[config.mk]
export PLATFORM = sky130hd
export DESIGN_NAME = prog_loader_flat
export DESIGN_NICKNAME = d
export VERILOG_FILES = /design/src/rtl/prog_loader_if.sv /design/src/rtl/prog_loader.sv /design/src/flat_wrapper.sv
export SDC_FILE = /design/constraint.sdc
export NUM_CORES = 1
export LEC_CHECK = 0
export ABC_CLOCK_PERIOD_IN_PS = 3300
export BUFFER_PORTS_ARGS = -buffer_cell sky130_fd_sc_hd__buf_2
export CAP_MARGIN = 40
export CORE_ASPECT_RATIO = 1.75
export CORE_MARGIN = 5
export CORE_UTILIZATION = 40
export CTS_BUF_LIST = sky130_fd_sc_hd__clkbuf_4 sky130_fd_sc_hd__clkbuf_8
export DETAILED_ROUTE_END_ITERATION = 7
export HOLD_SLACK_MARGIN = 0.12
export PLACE_DENSITY = 0.67
export SLEW_MARGIN = 20
export SYNTH_ARGS = -nofsm -noshare
export SYNTH_HDL_FRONTEND = slang
export SYNTH_SLANG_ARGS = --single-unit
[constraint.sdc]
create_clock -name clk -period 3.3 [get_ports clk]
set_clock_uncertainty 0.15 [all_clocks]
set_input_delay 0.66 -clock clk [delete_from_list [all_inputs] [get_ports clk]]
set_output_delay 0.66 -clock clk [all_outputs]
set_load 0.005 [all_outputs]
[src/rtl/prog_loader_if.sv]
// Signal bundle between the program loader, its byte source, the program RAM
// write port and the CPU control lines.
interface prog_loader_if #(
    parameter int DW = 16,
    parameter int AW = 12
);
    logic          start;
    logic          byte_valid;
    logic [7:0]    byte_in;
    logic          byte_ready;
    logic          ram_we;
    logic [AW-1:0] ram_addr;
    logic [DW-1:0] ram_d;
    logic          cpu_reset;
    logic          run;
    logic          busy;
    logic          done;
    logic          error;

    modport master (
        input  start, byte_valid, byte_in,
        output byte_ready, ram_we, ram_addr, ram_d, cpu_reset, run, busy, done, error
    );

    modport slave (
        output start, byte_valid, byte_in,
        input  byte_ready, ram_we, ram_addr, ram_d, cpu_reset, run, busy, done, error
    );
endinterface

[src/rtl/prog_loader.sv]
// Byte-stream program loader: assembles big-endian words into the CPU program RAM,
// holding the CPU in reset during the load and pulsing run once it is released.
module prog_loader #(
    parameter int DW    = 16,
    parameter int AW    = 12,
    parameter int DEPTH = 4096
) (
    input logic           clk,
    input logic           reset,
    prog_loader_if.master bus
);
    typedef enum logic [3:0] {
        IDLE, LEN_HI, LEN_LO, CHECK, DATA_HI, DATA_LO, WRITE, RELEASE, START, DONE, ERROR
    } state_t;

    localparam logic [16:0] MAX_LEN = 17'(DEPTH);

    state_t        state, state_n;
    logic [15:0]   len;
    logic [7:0]    hi;
    logic [AW:0]   count;
    logic [15:0]   count_inc;
    logic          accept;

    logic          byte_ready_q, byte_ready_n;
    logic          ram_we_q, ram_we_n;
    logic [AW-1:0] ram_addr_q, ram_addr_n;
    logic [DW-1:0] ram_d_q, ram_d_n;
    logic          cpu_reset_q, cpu_reset_n;
    logic          run_q, run_n;
    logic          busy_q, busy_n;
    logic          done_q, done_n;
    logic          error_q, error_n;

    assign accept    = bus.byte_valid & byte_ready_q;
    assign count_inc = 16'(count) + 16'd1;

    // State and registered outputs; outputs are decoded from the next state so
    // they line up with the state they describe.
    always_ff @(posedge clk or posedge reset) begin
        if (reset) begin
            state        <= IDLE;
            byte_ready_q <= 1'b0;
            ram_we_q     <= 1'b0;
            ram_addr_q   <= '0;
            ram_d_q      <= '0;
            cpu_reset_q  <= 1'b1;
            run_q        <= 1'b0;
            busy_q       <= 1'b0;
            done_q       <= 1'b0;
            error_q      <= 1'b0;
        end else begin
            state        <= state_n;
            byte_ready_q <= byte_ready_n;
            ram_we_q     <= ram_we_n;
            ram_addr_q   <= ram_addr_n;
            ram_d_q      <= ram_d_n;
            cpu_reset_q  <= cpu_reset_n;
            run_q        <= run_n;
            busy_q       <= busy_n;
            done_q       <= done_n;
            error_q      <= error_n;
        end
    end

    always_comb begin
        state_n = state;
        case (state)
            IDLE, DONE, ERROR: if (bus.start) state_n = LEN_HI;
            LEN_HI:            if (accept) state_n = LEN_LO;
            LEN_LO:            if (accept) state_n = CHECK;
            CHECK:             state_n = (len == 16'd0 || {1'b0, len} > MAX_LEN) ? ERROR : DATA_HI;
            DATA_HI:           if (accept) state_n = DATA_LO;
            DATA_LO:           if (accept) state_n = WRITE;
            WRITE:             state_n = (count_inc == len) ? RELEASE : DATA_HI;
            RELEASE:           state_n = START;
            START:             state_n = DONE;
            default:           state_n = IDLE;
        endcase
    end

    always_comb begin
        byte_ready_n = state_n inside {LEN_HI, LEN_LO, DATA_HI, DATA_LO};
        ram_we_n     = (state_n == WRITE);
        ram_addr_n   = ram_addr_q;
        ram_d_n      = ram_d_q;
        // The low byte is being accepted on this very edge, so take it straight from the bus.
        if (state_n == WRITE) begin
            ram_addr_n = count[AW-1:0];
            ram_d_n    = DW'({hi, bus.byte_in});
        end
        cpu_reset_n = !(state_n inside {RELEASE, START, DONE});
        run_n       = (state_n == START);
        busy_n      = !(state_n inside {IDLE, DONE, ERROR});
        done_n      = (state_n == DONE);
        error_n     = (state_n == ERROR);
    end

    always_ff @(posedge clk or posedge reset) begin
        if (reset) begin
            len   <= '0;
            hi    <= '0;
            count <= '0;
        end else begin
            case (state)
                IDLE, DONE, ERROR: if (bus.start) count <= '0;
                LEN_HI:            if (accept) len[15:8] <= bus.byte_in;
                LEN_LO:            if (accept) len[7:0] <= bus.byte_in;
                DATA_HI:           if (accept) hi <= bus.byte_in;
                WRITE:             count <= count + (AW+1)'(1);
                default:           ;
            endcase
        end
    end

    assign bus.byte_ready = byte_ready_q;
    assign bus.ram_we     = ram_we_q;
    assign bus.ram_addr   = ram_addr_q;
    assign bus.ram_d      = ram_d_q;
    assign bus.cpu_reset  = cpu_reset_q;
    assign bus.run        = run_q;
    assign bus.busy       = busy_q;
    assign bus.done       = done_q;
    assign bus.error      = error_q;
endmodule

[src/flat_wrapper.sv]
// flat-port wrapper written by rule: the top's interface ports become plain ports
module prog_loader_flat 
#(
    parameter int DW    = 16,
    parameter int AW    = 12,
    parameter int DEPTH = 4096
)
  (clk, reset, bus_start, bus_byte_valid, bus_byte_in, bus_byte_ready, bus_ram_we, bus_ram_addr, bus_ram_d, bus_cpu_reset, bus_run, bus_busy, bus_done, bus_error);
  prog_loader_if #(.DW(DW), .AW(AW)) bus_i ();
  input logic clk;
  input logic reset;
  input wire logic [$bits(bus_i.start)-1:0] bus_start;
  input wire logic [$bits(bus_i.byte_valid)-1:0] bus_byte_valid;
  input wire logic [$bits(bus_i.byte_in)-1:0] bus_byte_in;
  output wire logic [$bits(bus_i.byte_ready)-1:0] bus_byte_ready;
  output wire logic [$bits(bus_i.ram_we)-1:0] bus_ram_we;
  output wire logic [$bits(bus_i.ram_addr)-1:0] bus_ram_addr;
  output wire logic [$bits(bus_i.ram_d)-1:0] bus_ram_d;
  output wire logic [$bits(bus_i.cpu_reset)-1:0] bus_cpu_reset;
  output wire logic [$bits(bus_i.run)-1:0] bus_run;
  output wire logic [$bits(bus_i.busy)-1:0] bus_busy;
  output wire logic [$bits(bus_i.done)-1:0] bus_done;
  output wire logic [$bits(bus_i.error)-1:0] bus_error;
  assign bus_i.start = bus_start;
  assign bus_i.byte_valid = bus_byte_valid;
  assign bus_i.byte_in = bus_byte_in;
  assign bus_byte_ready = bus_i.byte_ready;
  assign bus_ram_we = bus_i.ram_we;
  assign bus_ram_addr = bus_i.ram_addr;
  assign bus_ram_d = bus_i.ram_d;
  assign bus_cpu_reset = bus_i.cpu_reset;
  assign bus_run = bus_i.run;
  assign bus_busy = bus_i.busy;
  assign bus_done = bus_i.done;
  assign bus_error = bus_i.error;
  prog_loader #(.DW(DW), .AW(AW), .DEPTH(DEPTH)) u_core (.clk(clk), .reset(reset), .bus(bus_i));
endmodule
==> results.toml <==
[run_status]
status = "completed"

[drt]
routed.top_layer = "met4"
routed_wl_mm = 8.26
wl_met1_mm = 3.01
via_per_inst = 5.55
avgRoutedWirePerCell_um = 17.1
drt_iter0_markers = 118
wl_met3_um = 454
drc_errors = 0
dr.pass1.iters = 4
wl_met2_mm = 4.53
via_count = 2675
ant_nets = 0

[global_routing]
grt-ovfl-total = 0
grt_max_degree = 41
grt_pass1_wl_mm = 13.7
track_usage_pct = 16.4
antenna_found_initial = 0
first_global_vias = 2685

[floorplanning]
die_h_um = 135
start_util_pct = 41.1
io_pins = 47
rows = 45
fp.dieW_um = 81.6
dieArea_um2 = 11000
core_um2 = 8730

[yosys]
syn_inst = 310
syn_area_per_cell_um2 = 11.6
ys_seq_area_share_pct = 53.0
yosysWarnings = 0
synth_nets = 323
synth-main-ff-cell = "dfrtp_1"
synth_edf_count = 0
yosys.cell_types.count = 48
ys_ff_latch = 76
synth_area_um2 = 3590
ys_async_sr_fraction_pct = 100

[timing]
fin_crit_sh_pct = 80.5
final.setup.tns_ns = 0
period_minus_slack_ns = 2.66
relSlewSlack_pct = 57.6
setup_viol = 0
grt_setup_unrepaired = "no"
setup_ws_ns = 0.642
worstMarginPinSlew_ns = 0.634
finalHoldViolCount = 0
maxSlewViolCount = 0
fmax_mhz = 376

[setup_path]
crit_chain = "or4_1 -> a31oi_1 -> nor3_1 -> or3_1 -> inv_2 -> nand3_2 -> buf_12 -> mux2_4"
timing.critical_path.buf_inv = 2
end_kind = "flip-flop"
path_max_fanout = 29
cp-start-kind = "flip-flop"
max_stage_delay_ns = 0.55
critPathKind = "reg2reg"
r2r_setup_slack_ns = 0.64
arrival_ns = 2.75
path_delay_family = "simple AND/OR/NAND/NOR gates"
cp.required_ns = 3.39
cp_slowest_cell = "or4_1"

[layout]
finalInstanceArea_um2 = 4190
fin_util_pct = 48.0
fin_nets = 373
stdcell_count = 482
synthToLayoutAreaGrowth_pct = 16.6
drive_above_1_share_pct = 34.2
diodes = 0

[clock_network]
clk_latency_ns = 0.35
cts.repair.resized = 0
cts.sinks = 76
clk_pin_slew_ns = 0.08
cts_hold_buffers = 1
root_buffer = "clkbuf_8"
cts_setup_buffers = 0
htreeDepth = 3
cts_tree = "done"
numCtsBuffers = 9
clk_path_buf_depth = 2

[placed_design]
dpl-instance-area_um2 = 3970
routabilityCongestion = 0.943
numPlacedInstances = 465
place_hpwl_mm = 6.00
dpl_worst_slack_ns = 0.672
port_buffers = 46

[hold_path]
hold_path_class = "reg2reg"

[run]
drv_cap = 0

[pwr]
p_leak_nw = 1.97
cellPowerDensity_nw_per_um2 = 804
peakVddDrop_mv = 0.438
## power breakdown
group / switching, mW / internal (mW)
logic: 0.490 / 0.591
clock network: 0.325 / 0.397
registers: 0.306 / 1.26
total: 1.12 / 2.24
## cells in the mapped netlist, types with 2 or more instances
cell type	number	share of area (%)
dfrtp_1	75	52
nand4_1	5	0.87
and3_1	2	0.35
and4_1	2	0.49
nand2_1	22	2.3
a31oi_1	4	0.70
nor2_1	17	1.8
xor2_1	7	1.7
nor2b_1	2	0.35
buf_6	2	0.63
mux2_2	43	13
o21ai_0	24	3.3
nor3_1	3	0.42
o31ai_1	2	0.42
and2_1	2	0.35
nor4_1	9	1.6
xnor2_1	14	3.4
a221oi_1	2	0.49
o21a_1	2	0.42
a21oi_1	6	0.84
buf_2	3	0.42
inv_1	8	0.84
o41ai_1	2	0.49
nand3_1	8	1.1
clkbuf_1	9	0.94
or3_1	5	0.87
mux2_4	9	3.8
## routing by layer
layer,vias to the layer above,GRT usage [%]
li1,1213,-
met1,1348,18.3
met2,93,28.4
met3,21,3.86
met4,0,8.60
met5,-,0
## per-stage QoR
stage / hold WS, ns / total power [mW]
floorplan: 0.325 / 2.26
global placement: 0.332 / 2.62
detailed placement: 0.338 / 2.66
CTS: 0.354 / 3.40
global route: 0.375 / 3.60
finish: 0.352 / 3.36
## placed cells by master (no fill, tap or decap), types with 4 or more instances in the layout
cell type / n
dfrtp_1: 75
buf_2: 46
mux2_2: 43
o21ai_0: 24
nand2_1: 22
nor2_1: 17
xnor2_1: 14
clkbuf_8: 10
nor4_1: 9
mux2_4: 9
nand3_1: 8
inv_1: 7
xor2_1: 7
a21oi_1: 6
or3_1: 5
nand4_1: 5
buf_4: 5
a31oi_1: 4
## state kept, by name (all words and copies together) (netlist names)
name	flops
u_core.bus.busy	1
u_core.len	16
u_core.bus.ram_we	1
u_core.bus.ram_addr	12
u_core.bus.ram_d	16
u_core.bus.cpu_reset	1
u_core.bus.done	1
u_core.bus.byte_ready	1
u_core.count	13
u_core.hi	8
u_core.bus.error	1
u_core.state	4
u_core.bus.run	1
## cell type report
cell class / instances / area (um2)
Clock buffer: 13 / 160
Inverter: 9 / 33.8
Timing Repair Buffer: 54 / 318
Clock inverter: 3 / 46.3
Tap cell: 117 / 146
Fill cell: 806 / 4540
Multi-Input combinational cell: 210 / 1580
Sequential cell: 76 / 1900
## cells by family after synthesis
| kind of cell | count (synthesis) | synth area share [%] |
|---|---|---|
| AOI/OAI and AO/OA | 52 | 8.99 |
| muxes | 52 | 17.2 |
| buffers and inverters | 24 | 3.03 |
| and+or+nand+nor | 83 | 12.0 |
| adders and majority gates | 2 | 0.627 |
| DFF | 76 | 53.0 |
| xor gates and xnor gates | 21 | 5.12 |
## final timing paths
| path | from | end | cells after the start |
|---|---|---|---|
| worst max-delay path | u_core.len[12] | u_core.bus.ram_d[13] | 8 |
| worst min-delay path | u_core.bus.ram_d[7] | u_core.bus.ram_d[7] | 1 |
| worst max register to register | u_core.len[12] | u_core.bus.ram_d[13] | 8 |
| worst min register to register | u_core.bus.ram_d[7] | u_core.bus.ram_d[7] | 1 |
| max in group asynchronous | reset | u_core.bus.cpu_reset | 4 |
| min in group asynchronous | reset | u_core.bus.ram_addr[11] | 3 |
Note: power is estimated with default switching activity, not from simulation.
